File: config.mk
export PLATFORM = sky130hd
export DESIGN_NAME = writeback_unit
export DESIGN_NICKNAME = d
export VERILOG_FILES = /design/src/rtl/writeback_unit_pkg.sv /design/src/rtl/writeback_fifo.sv /design/src/rtl/writeback_unit.sv
export SDC_FILE = /design/constraint.sdc
export NUM_CORES = 1
export LEC_CHECK = 0
export BUFFER_PORTS_ARGS = -buffer_cell sky130_fd_sc_hd__buf_2
export CAP_MARGIN = 20
export CORE_ASPECT_RATIO = 0.8
export CORE_MARGIN = 1
export CORE_UTILIZATION = 64
export CTS_BUF_LIST = sky130_fd_sc_hd__clkbuf_8
export CTS_CLUSTER_DIAMETER = 150
export DETAILED_ROUTE_END_ITERATION = 8
export GPL_ROUTABILITY_DRIVEN = 0
export MAX_ROUTING_LAYER = met4
export PLACE_DENSITY = 0.87
export SLEW_MARGIN = 30
export SYNTH_ARGS = -nofsm -noshare
export SYNTH_HDL_FRONTEND = slang
export SYNTH_SLANG_ARGS = --single-unit
File: constraint.sdc
create_clock -name clock -period 5.8 [get_ports clock]
set_input_delay 0.58 -clock clock [delete_from_list [all_inputs] [get_ports clock]]
set_output_delay 0.58 -clock clock [all_outputs]
set_load 0.05 [all_outputs]
File: src/rtl/writeback_unit_pkg.sv
// Shared types for the register-file writeback path: data word, register tag, and
// the buffered writeback entry.
package writeback_unit_pkg;

  typedef logic [31:0] word_t;
  typedef logic [4:0]  tag_t;

  typedef struct packed {
    tag_t  rd;
    word_t value;
  } wb_entry_t;

endpackage

File: src/rtl/writeback_fifo.sv
// Purpose: synchronous FIFO of writeback entries, pointers wrap on a power-of-2 depth.
// Latency: a pushed entry is visible at the head on the next cycle; head read is combinational.
// Backpressure: full/empty flags; a push while full only lands when a pop happens in the same cycle.
module writeback_fifo
  import writeback_unit_pkg::*;
#(
  parameter int DEPTH = 4
) (
  input  logic      clock,
  input  logic      reset,
  input  logic      push,
  input  wb_entry_t push_dat,
  input  logic      pop,
  output wb_entry_t head_dat,
  output logic      full,
  output logic      empty
);

  localparam int AW = $clog2(DEPTH);
  localparam logic [AW:0] FULL_CNT = (AW+1)'(DEPTH);

  wb_entry_t       mem [DEPTH];
  logic [AW-1:0]   wr_ptr;
  logic [AW-1:0]   rd_ptr;
  logic [AW:0]     count;
  logic            push_ok;
  logic            pop_ok;

  assign empty    = (count == '0);
  assign full     = (count == FULL_CNT);
  assign pop_ok   = pop & ~empty;
  assign push_ok  = push & (~full | pop_ok);
  assign head_dat = mem[rd_ptr];

  always_ff @(posedge clock) begin
    if (push_ok) mem[wr_ptr] <= push_dat;
  end

  always_ff @(posedge clock or posedge reset) begin
    if (reset) begin
      wr_ptr <= '0;
      rd_ptr <= '0;
      count  <= '0;
    end else begin
      if (push_ok) wr_ptr <= wr_ptr + 1'b1;
      if (pop_ok)  rd_ptr <= rd_ptr + 1'b1;
      case ({push_ok, pop_ok})
        2'b10:   count <= count + 1'b1;
        2'b01:   count <= count - 1'b1;
        default: count <= count;
      endcase
    end
  end

endmodule

File: src/rtl/writeback_unit.sv
// Purpose: merge ALU and load results onto the single register write port, track pending writes. Option: WB_BYPASS_EN.
// Latency: winning result is on valid/rd/rd_value one posedge after it is presented; pending bit clears on that edge.
// Backpressure: ALU never stalled; loads see load_ready low only when the buffer is full and cannot pop this cycle.
module writeback_unit
  import writeback_unit_pkg::*;
#(
  parameter int LQ_DEPTH = 4
) (
  input  logic        clock,
  input  logic        reset,
  input  logic        issue_valid,
  input  logic [4:0]  issue_rd,
  input  logic        issue_write,
  input  logic [4:0]  rs1,
  input  logic [4:0]  rs2,
  output logic        rs1_busy,
  output logic        rs2_busy,
  output logic        rd_busy,
  input  logic        alu_valid,
  input  logic [4:0]  alu_rd,
  input  logic [31:0] alu_value,
  input  logic        load_valid,
  output logic        load_ready,
  input  logic [4:0]  load_rd,
  input  logic [31:0] load_value,
`ifdef WB_BYPASS_EN
  output logic        rs1_fwd,
  output logic        rs2_fwd,
  output logic [31:0] rs1_fwd_value,
  output logic [31:0] rs2_fwd_value,
`endif
  output logic        valid,
  output logic        write_rd,
  output logic [4:0]  rd,
  output logic [31:0] rd_value
);

  logic [31:0] pending;
  logic [31:0] pending_nxt;
  logic        fifo_full;
  logic        fifo_empty;
  logic        fifo_push;
  logic        fifo_pop;
  wb_entry_t   fifo_head;
  wb_entry_t   load_entry;
  wb_entry_t   commit;
  logic        commit_vld;
  logic        load_fire;

  assign load_ready = ~fifo_full | (~alu_valid & ~fifo_empty);
  assign load_fire  = load_valid & load_ready;
  assign load_entry = '{rd: load_rd, value: load_value};

  // Priority ALU > buffered load > direct load; a load that loses the port is buffered.
  always_comb begin
    commit     = '{rd: alu_rd, value: alu_value};
    commit_vld = 1'b0;
    fifo_push  = 1'b0;
    fifo_pop   = 1'b0;
    if (alu_valid) begin
      commit_vld = 1'b1;
      fifo_push  = load_fire;
    end else if (!fifo_empty) begin
      commit     = fifo_head;
      commit_vld = 1'b1;
      fifo_pop   = 1'b1;
      fifo_push  = load_fire;
    end else if (load_fire) begin
      commit     = load_entry;
      commit_vld = 1'b1;
    end
  end

  writeback_fifo #(.DEPTH(LQ_DEPTH)) u_fifo (
    .clock    (clock),
    .reset    (reset),
    .push     (fifo_push),
    .push_dat (load_entry),
    .pop      (fifo_pop),
    .head_dat (fifo_head),
    .full     (fifo_full),
    .empty    (fifo_empty)
  );

  // A new issue to the same rd on the commit edge keeps the bit set.
  always_comb begin
    pending_nxt = pending;
    if (commit_vld) pending_nxt[commit.rd] = 1'b0;
    if (issue_valid && issue_write && issue_rd != 5'd0) pending_nxt[issue_rd] = 1'b1;
    pending_nxt[0] = 1'b0;
  end

  always_ff @(posedge clock or posedge reset) begin
    if (reset) begin
      pending  <= '0;
      valid    <= 1'b0;
      write_rd <= 1'b0;
      rd       <= '0;
      rd_value <= '0;
    end else begin
      pending  <= pending_nxt;
      valid    <= commit_vld;
      write_rd <= commit_vld & (commit.rd != 5'd0);
      if (commit_vld) begin
        rd       <= commit.rd;
        rd_value <= commit.value;
      end
    end
  end

  assign rd_busy = (issue_rd != 5'd0) & pending[issue_rd];

`ifdef WB_BYPASS_EN
  assign rs1_fwd       = valid & write_rd & (rd == rs1);
  assign rs2_fwd       = valid & write_rd & (rd == rs2);
  assign rs1_fwd_value = rd_value;
  assign rs2_fwd_value = rd_value;
  assign rs1_busy      = (rs1 != 5'd0) & pending[rs1] & ~rs1_fwd;
  assign rs2_busy      = (rs2 != 5'd0) & pending[rs2] & ~rs2_fwd;
`else
  assign rs1_busy      = (rs1 != 5'd0) & pending[rs1];
  assign rs2_busy      = (rs2 != 5'd0) & pending[rs2];
`endif

endmodule

* Word-level counts from Yosys, hierarchy flattened *
Memory sizes are Yosys's and may differ from the RTL's.
Cells that the tools add are included.

storage, ports and cells
  bits in registers = 77
  bits in latches = 0
  memory bits (writable) = 148
  memory bits (read-only) = 0
  input port bits = 95
  logic and storage cells = 73
  memories kept = 1

cells by class
  add/sub/neg operators = 4
  multipliers = 0
  div/mod/pow operators = 0
  order comparisons = 6
  eq/ne operators = 3
  shift-type cells = 0
  mux-type cells = 25
  bitwise operators = 16
  reduce and logical (&&, ||, !) cells = 10

memories
  name        depth  width  read ports  clocked after memory_dff  write ports  RTL line              RTL
  u_fifo.mem  4      37     1           0                         1            writeback_fifo.sv:22  wb_entry_t mem [DEPTH];

operators by type and width
  operator                                                                              number
  37-bit two-way mux                                                                    3
  32-bit two-way mux                                                                    2
  32-bit bitwise AND                                                                    1
  32-bit inverter                                                                       1
  32-bit OR                                                                             1
  5-bit by 6-bit less-than comparator with 1-bit output (second input constant)         4
  5-bit nonzero test                                                                    4
  1-bit binary-select mux with 5-bit select                                             3
  1-bit two-way mux                                                                     14
  1-bit demux with 5-bit select                                                         2
  5-bit by 1-bit greater-or-equal comparator with 1-bit output (second input constant)  2
  1-bit bitwise AND                                                                     8
  3-bit one-hot mux with 2 select lines                                                 1
  2-bit by 1-bit adder with 2-bit output (second input constant)                        2
  1-bit logical AND                                                                     4
  3-bit by 1-bit adder with 3-bit output (second input constant)                        1
  3-bit == test (second input constant)                                                 1
  3-bit logical NOT                                                                     1
  1-bit inverter                                                                        3
  3-bit by 1-bit subtractor with 3-bit output (second input constant)                   1
  2-bit by 1-bit == test with 1-bit output (second input constant)                      1
  2-bit == test (second input constant)                                                 1
  1-bit OR                                                                              2
  2-bit nonzero test                                                                    1

* Logic depth before layout (Yosys ltp) *
  depth after elaboration = 17
  gate-level depth with buffers = 11
  mapped depth without buffers = 9

* Modules after synthesis *
Synthesis repeated with hierarchy kept, for this count alone.

unflattened totals
  cell total of the unflattened synthesis = 776
  area total of the unflattened synthesis = 10,496.3 µm²

by module, submodules not included
  module          instances  cells each  area each (µm²)
  writeback_fifo  1          247         5,845.6
  writeback_unit  1          529         4,650.7

* Worst setup path before layout *
Ideal clock, no wire load.

  path type = input -> output
  from = input rs1[0]
  to = output rs1_busy
  data arrival time = 2,385 ps
  data required time = 5,220 ps
  path slack = 2,835 ps
  stages on the path = 4
  cell sequence = clkbuf_1 mux4_2 mux4_2 mux2_2

on the way
  word-level cells in the longest chain between the ends = 3

RTL lines
  what                                       RTL line               RTL
  start, declared                            writeback_unit.sv:14   input logic [4:0] rs1,
  1-bit binary-select mux with 5-bit select  writeback_unit.sv:121  assign rs1_busy = (rs1 != 5'd0) & pending[rs1];
  1-bit two-way mux (not written as such)    writeback_unit.sv:121
  1-bit bitwise AND *                        writeback_unit.sv:121
  end, declared                              writeback_unit.sv:16   output logic rs1_busy,

Mark *: on every way between the ends. The rest lies on a longest branch, timed or not. The select of a mux whose other input is x is not followed.

* Worst setup path after layout *
  from = register u_fifo.rd_ptr[0]
  to = register pending[27]

on the way
  word-level cells in the longest chain between the ends = 12

RTL lines
  what                                                                                                                                                         RTL line               RTL
  start, declared                                                                                                                                              writeback_fifo.sv:24   logic [AW-1:0] rd_ptr;
  start signal, assigned                                                                                                                                       writeback_fifo.sv:46   if (pop_ok) rd_ptr <= rd_ptr + 1'b1;
  memory read 4 x 37 bit *                                                                                                                                     --
  37-bit two-way mux *                                                                                                                                         writeback_unit.sv:63   end else if (!fifo_empty) begin
  37-bit two-way mux *                                                                                                                                         writeback_unit.sv:60   if (alu_valid) begin
  5-bit by 6-bit less-than comparator with 1-bit output (not written as such) or 5-bit by 1-bit greater-or-equal comparator with 1-bit output (tied branches)  writeback_unit.sv:88   if (commit_vld) pending_nxt[commit.rd] = 1'b0;
  1-bit logical AND (not written as such)                                                                                                                      writeback_unit.sv:88
  1-bit two-way mux (not written as such)                                                                                                                      writeback_unit.sv:88
  1-bit demux with 5-bit select *                                                                                                                              writeback_unit.sv:88
  32-bit inverter (no source line) *                                                                                                                           --
  32-bit bitwise AND (no source line) *                                                                                                                        --
  32-bit two-way mux *                                                                                                                                         writeback_unit.sv:88
  32-bit OR (no source line)                                                                                                                                   --
  32-bit two-way mux *                                                                                                                                         writeback_unit.sv:89   if (issue_valid && issue_write && issue_rd != 5'd0) pending_nxt[issue_rd] = 1'b1;
  named net pending_nxt[27]                                                                                                                                    writeback_unit.sv:39   logic [31:0] pending_nxt;
  end signal, assigned                                                                                                                                         writeback_unit.sv:101  pending <= pending_nxt;
  end, declared                                                                                                                                                writeback_unit.sv:38   logic [31:0] pending;

The timed path passes the listed nets; every way through them passes the cells marked *.
A chain may end at the register's enable or synchronous reset.

==> results.py <==
metrics = {
    "flow_run": {
        "max_cap_violations": 0,
    },
    "synthesis": {
        "ys_ff_latch": 225,
        "syn_area_sq_um": 10200,
        "synth_commonest_cells": "edfxtp_1 (148), dfrtp_1 (77), o21ai_0 (63)",
        "syn-num-nets": 802,
        "synth_edf_count": 148,
        "synth.area.top_cells": "edfxtp_1 (44%), dfrtp_1 (19%), mux4_2 (14%)",
        "synth_top_area_share_pct": 43.6,
        "synth_ff_type": "edfxtp_1",
        "synth-async-reset-ratio_pct": 34.2,
        "netlist.top_cell.by_area": "edfxtp_1",
        "yosys_warnings": 0,
        "yosysMostFrequentCell": "edfxtp_1",
        "postSynthAreaPerCell_sq_um": 14.5,
        "syn_inst": 701,
        "yosysSeqAreaShare_pct": 62.5,
        "synth_cell_types": 48,
    },
    "finish": {
        "area_delta_synth_final_pct": 13.8,
        "drive_above_1_share_pct": 31.3,
        "fill_cells": 888,
        "final_nets": 925,
        "fin_util_pct": 76.0,
    },
    "grt": {
        "grt_start_max_net_pins": 78,
        "grt_pass1_wl_mm": 37.8,
        "grt_pass1_vias": 7054,
        "track_usage_pct": 31.8,
        "antenna_found_initial": 1,
        "grt-ovfl-total": 0,
    },
    "clocking": {
        "cts_buffer_depth": 3,
        "clk_pin_slew_ns": 0.07,
        "cts_resized": 0,
        "clock_latency_ns": 0.57,
        "numCtsBuffers": 31,
        "cts_tree": "built",
        "htreeDepth": 1,
        "cts.sinks": 225,
        "cts_hold_buf": 0,
        "cts_root_buf": "clkbuf_8",
        "cts_setup_buffers": 0,
    },
    "drt": {
        "wl_per_cell_um": 22.9,
        "viasPerCell": 6.76,
        "vias": 7169,
        "drt_iter0_markers": 762,
        "wl_mm": 24.3,
        "ant_nets": 0,
        "first_pass_iters": 7,
        "drc": 1,
    },
    "critical_path": {
        "reg2reg_depth": 6,
        "worstPathRequired_ns": 6.27,
        "r2r-end": "pending[27]",
        "critPathMaxFanout": 21,
        "critPathArrivalTime_ns": 3.65,
        "crit_type": "reg -> reg",
        "cp-endpoint": "pending[27]",
        "startpoint_type": "register",
        "end_kind": "register",
        "r2r-start": "u_fifo.rd_ptr[0]",
        "cp-startpoint": "u_fifo.rd_ptr[0]",
        "r2r_setup_slack_ns": 2.62,
    },
    "placement": {
        "port_buffers": 137,
        "dp_hpwl_mm": 15.6,
    },
    "timing": {
        "fin_skew_ns": 0.0384,
        "relSlewSlack_pct": 37.4,
        "min_period_ns": 3.18,
        "tightestPinTransition_ns": 0.939,
        "finalHoldViolCount": 0,
        "tns_ns": 0,
        "min_period_over_period_pct": 54.8,
        "fmaxAchievable_mhz": 314,
        "finalSetupViolations": 0,
        "drv_slew": 0,
        "rsz0062_at_grt": "false",
    },
    "die": {
        "ioPinCount": 138,
        "fp.dieW_um": 143,
        "dieArea_sq_um": 16400,
        "start_util_pct": 66.8,
        "placementRows": 40,
        "fp.dieH_um": 115,
        "core-area_sq_um": 15300,
    },
    "pwr": {
        "power_density_nw_per_um2": 482,
        "peakVddDrop_v": 0.000366,
        "cellLeakagePower_nw": 4.07,
    },
    "worst_hold_path": {
        "hp-class": "in -> async",
    },
    "run_status": {
        "violations": "DRC",
        "outcome": "finished with violations",
    },
}
==> worst max-delay path: stages, from the launching register on <==
cell and delay, ns:
dfrtp_2 0.75, buf_4 0.49, mux4_2 0.58, o22a_1 0.22, o22ai_2 0.64, o21ai_0 0.22, nand3_1 0.15
==> flip-flops by register name, indices dropped and copies added (netlist names) <==
name           flops
u_fifo.count       3
rd                 5
u_fifo.rd_ptr      2
u_fifo.mem       148
pending           31
rd_value          32
valid              1
write_rd           1
u_fifo.wr_ptr      2
==> per-layer routing <==
layer | track usage, % | part of all wire, % | routed length, um
met1 | 43.5 | 38 | 9190
met2 | 49.1 | 49 | 11900
met3 | 6.58 | 11 | 2710
met4 | 8.89 | 2.2 | 544
met5 | - | 0 | 0
==> where the power goes <==
group	leakage, nW	total (mW)	switching (mW)	internal [mW]
clock	0.357	1.17	0.575	0.596
combinational	1.56	2.01	1.27	0.741
sequential	2.15	2.41	0.284	2.12
==> cells by family after synthesis <==
family / Yosys count / synth area share, %
compound gates: 194 / 11.6
xor+xnor: 7 / 0.602
fa+ha+maj: 6 / 0.810
buf+inv: 63 / 2.73
flops: 225 / 62.5
mux: 67 / 14.2
simple gates: 139 / 7.51
==> how the worst min path moves through the flow <==
stage	from	endpoint	slack [ns]	cells after the start
3_5_place_dp	rd[0]	rd[0]	0.50	1
4_1_cts	load_value[13]	u_fifo.mem[3][13]	0.23	1
6_report	reset	pending[18]	0.21	3
2_1_floorplan	u_fifo.count[0]	u_fifo.count[0]	0.50	1
5_1_grt	load_value[30]	u_fifo.mem[0][30]	0.23	1
3_3_place_gp	rd[0]	rd[0]	0.47	1
==> layout make-up <==
| class | instances | area [sq um] | share of cell area, % |
|---|---|---|---|
| repair buffers | 141 | 727 | 6.27 |
| multi-input cells | 413 | 3580 | 30.9 |
| clock buffers | 35 | 482 | 4.15 |
| clock inverters | 23 | 121 | 1.05 |
| diodes | 1 | 2.50 | 0.0216 |
| well taps | 210 | 263 | 2.27 |
| inverters | 12 | 47.5 | 0.410 |
| flip-flops and latches | 225 | 6370 | 55.0 |
==> per-stage QoR <==
| step | power [mW] | hold slack, ns | instance area [sq um] | setup slack (ns) | instances |
|---|---|---|---|---|---|
| finish | 5.59 | 0.211 | 11600 | 2.62 | 1060 |
| global route | 5.83 | 0.226 | 11600 | 2.40 | 1060 |
| CTS | 5.58 | 0.227 | 11600 | 2.63 | 1059 |
| detailed placement | 4.41 | 0.499 | 11000 | 2.36 | 1001 |
| global placement | 4.29 | 0.472 | 10900 | 2.69 | 1000 |
| floorplan | 3.87 | 0.501 | 10200 | 2.84 | 701 |
==> cells in the final DEF (no fill, tap or decap), types with 4 or more instances in the layout <==
master and count:
clkbuf_8 35, ha_1 5, o22a_1 8, edfxtp_1 148, mux4_2 62, a21oi_1 38
nand3_1 34, inv_1 23, nor2_1 12, xnor2_1 4, o31ai_1 28, and2_4 4
o21ai_0 63, nand3b_1 32, o22ai_2 4, buf_2 137, nand2_1 36, mux2_2 4
clkinv_2 6, o21ai_1 5, dfrtp_1 75, clkinv_1 4, o22ai_1 33
Power figures use the tool's default switching activity.
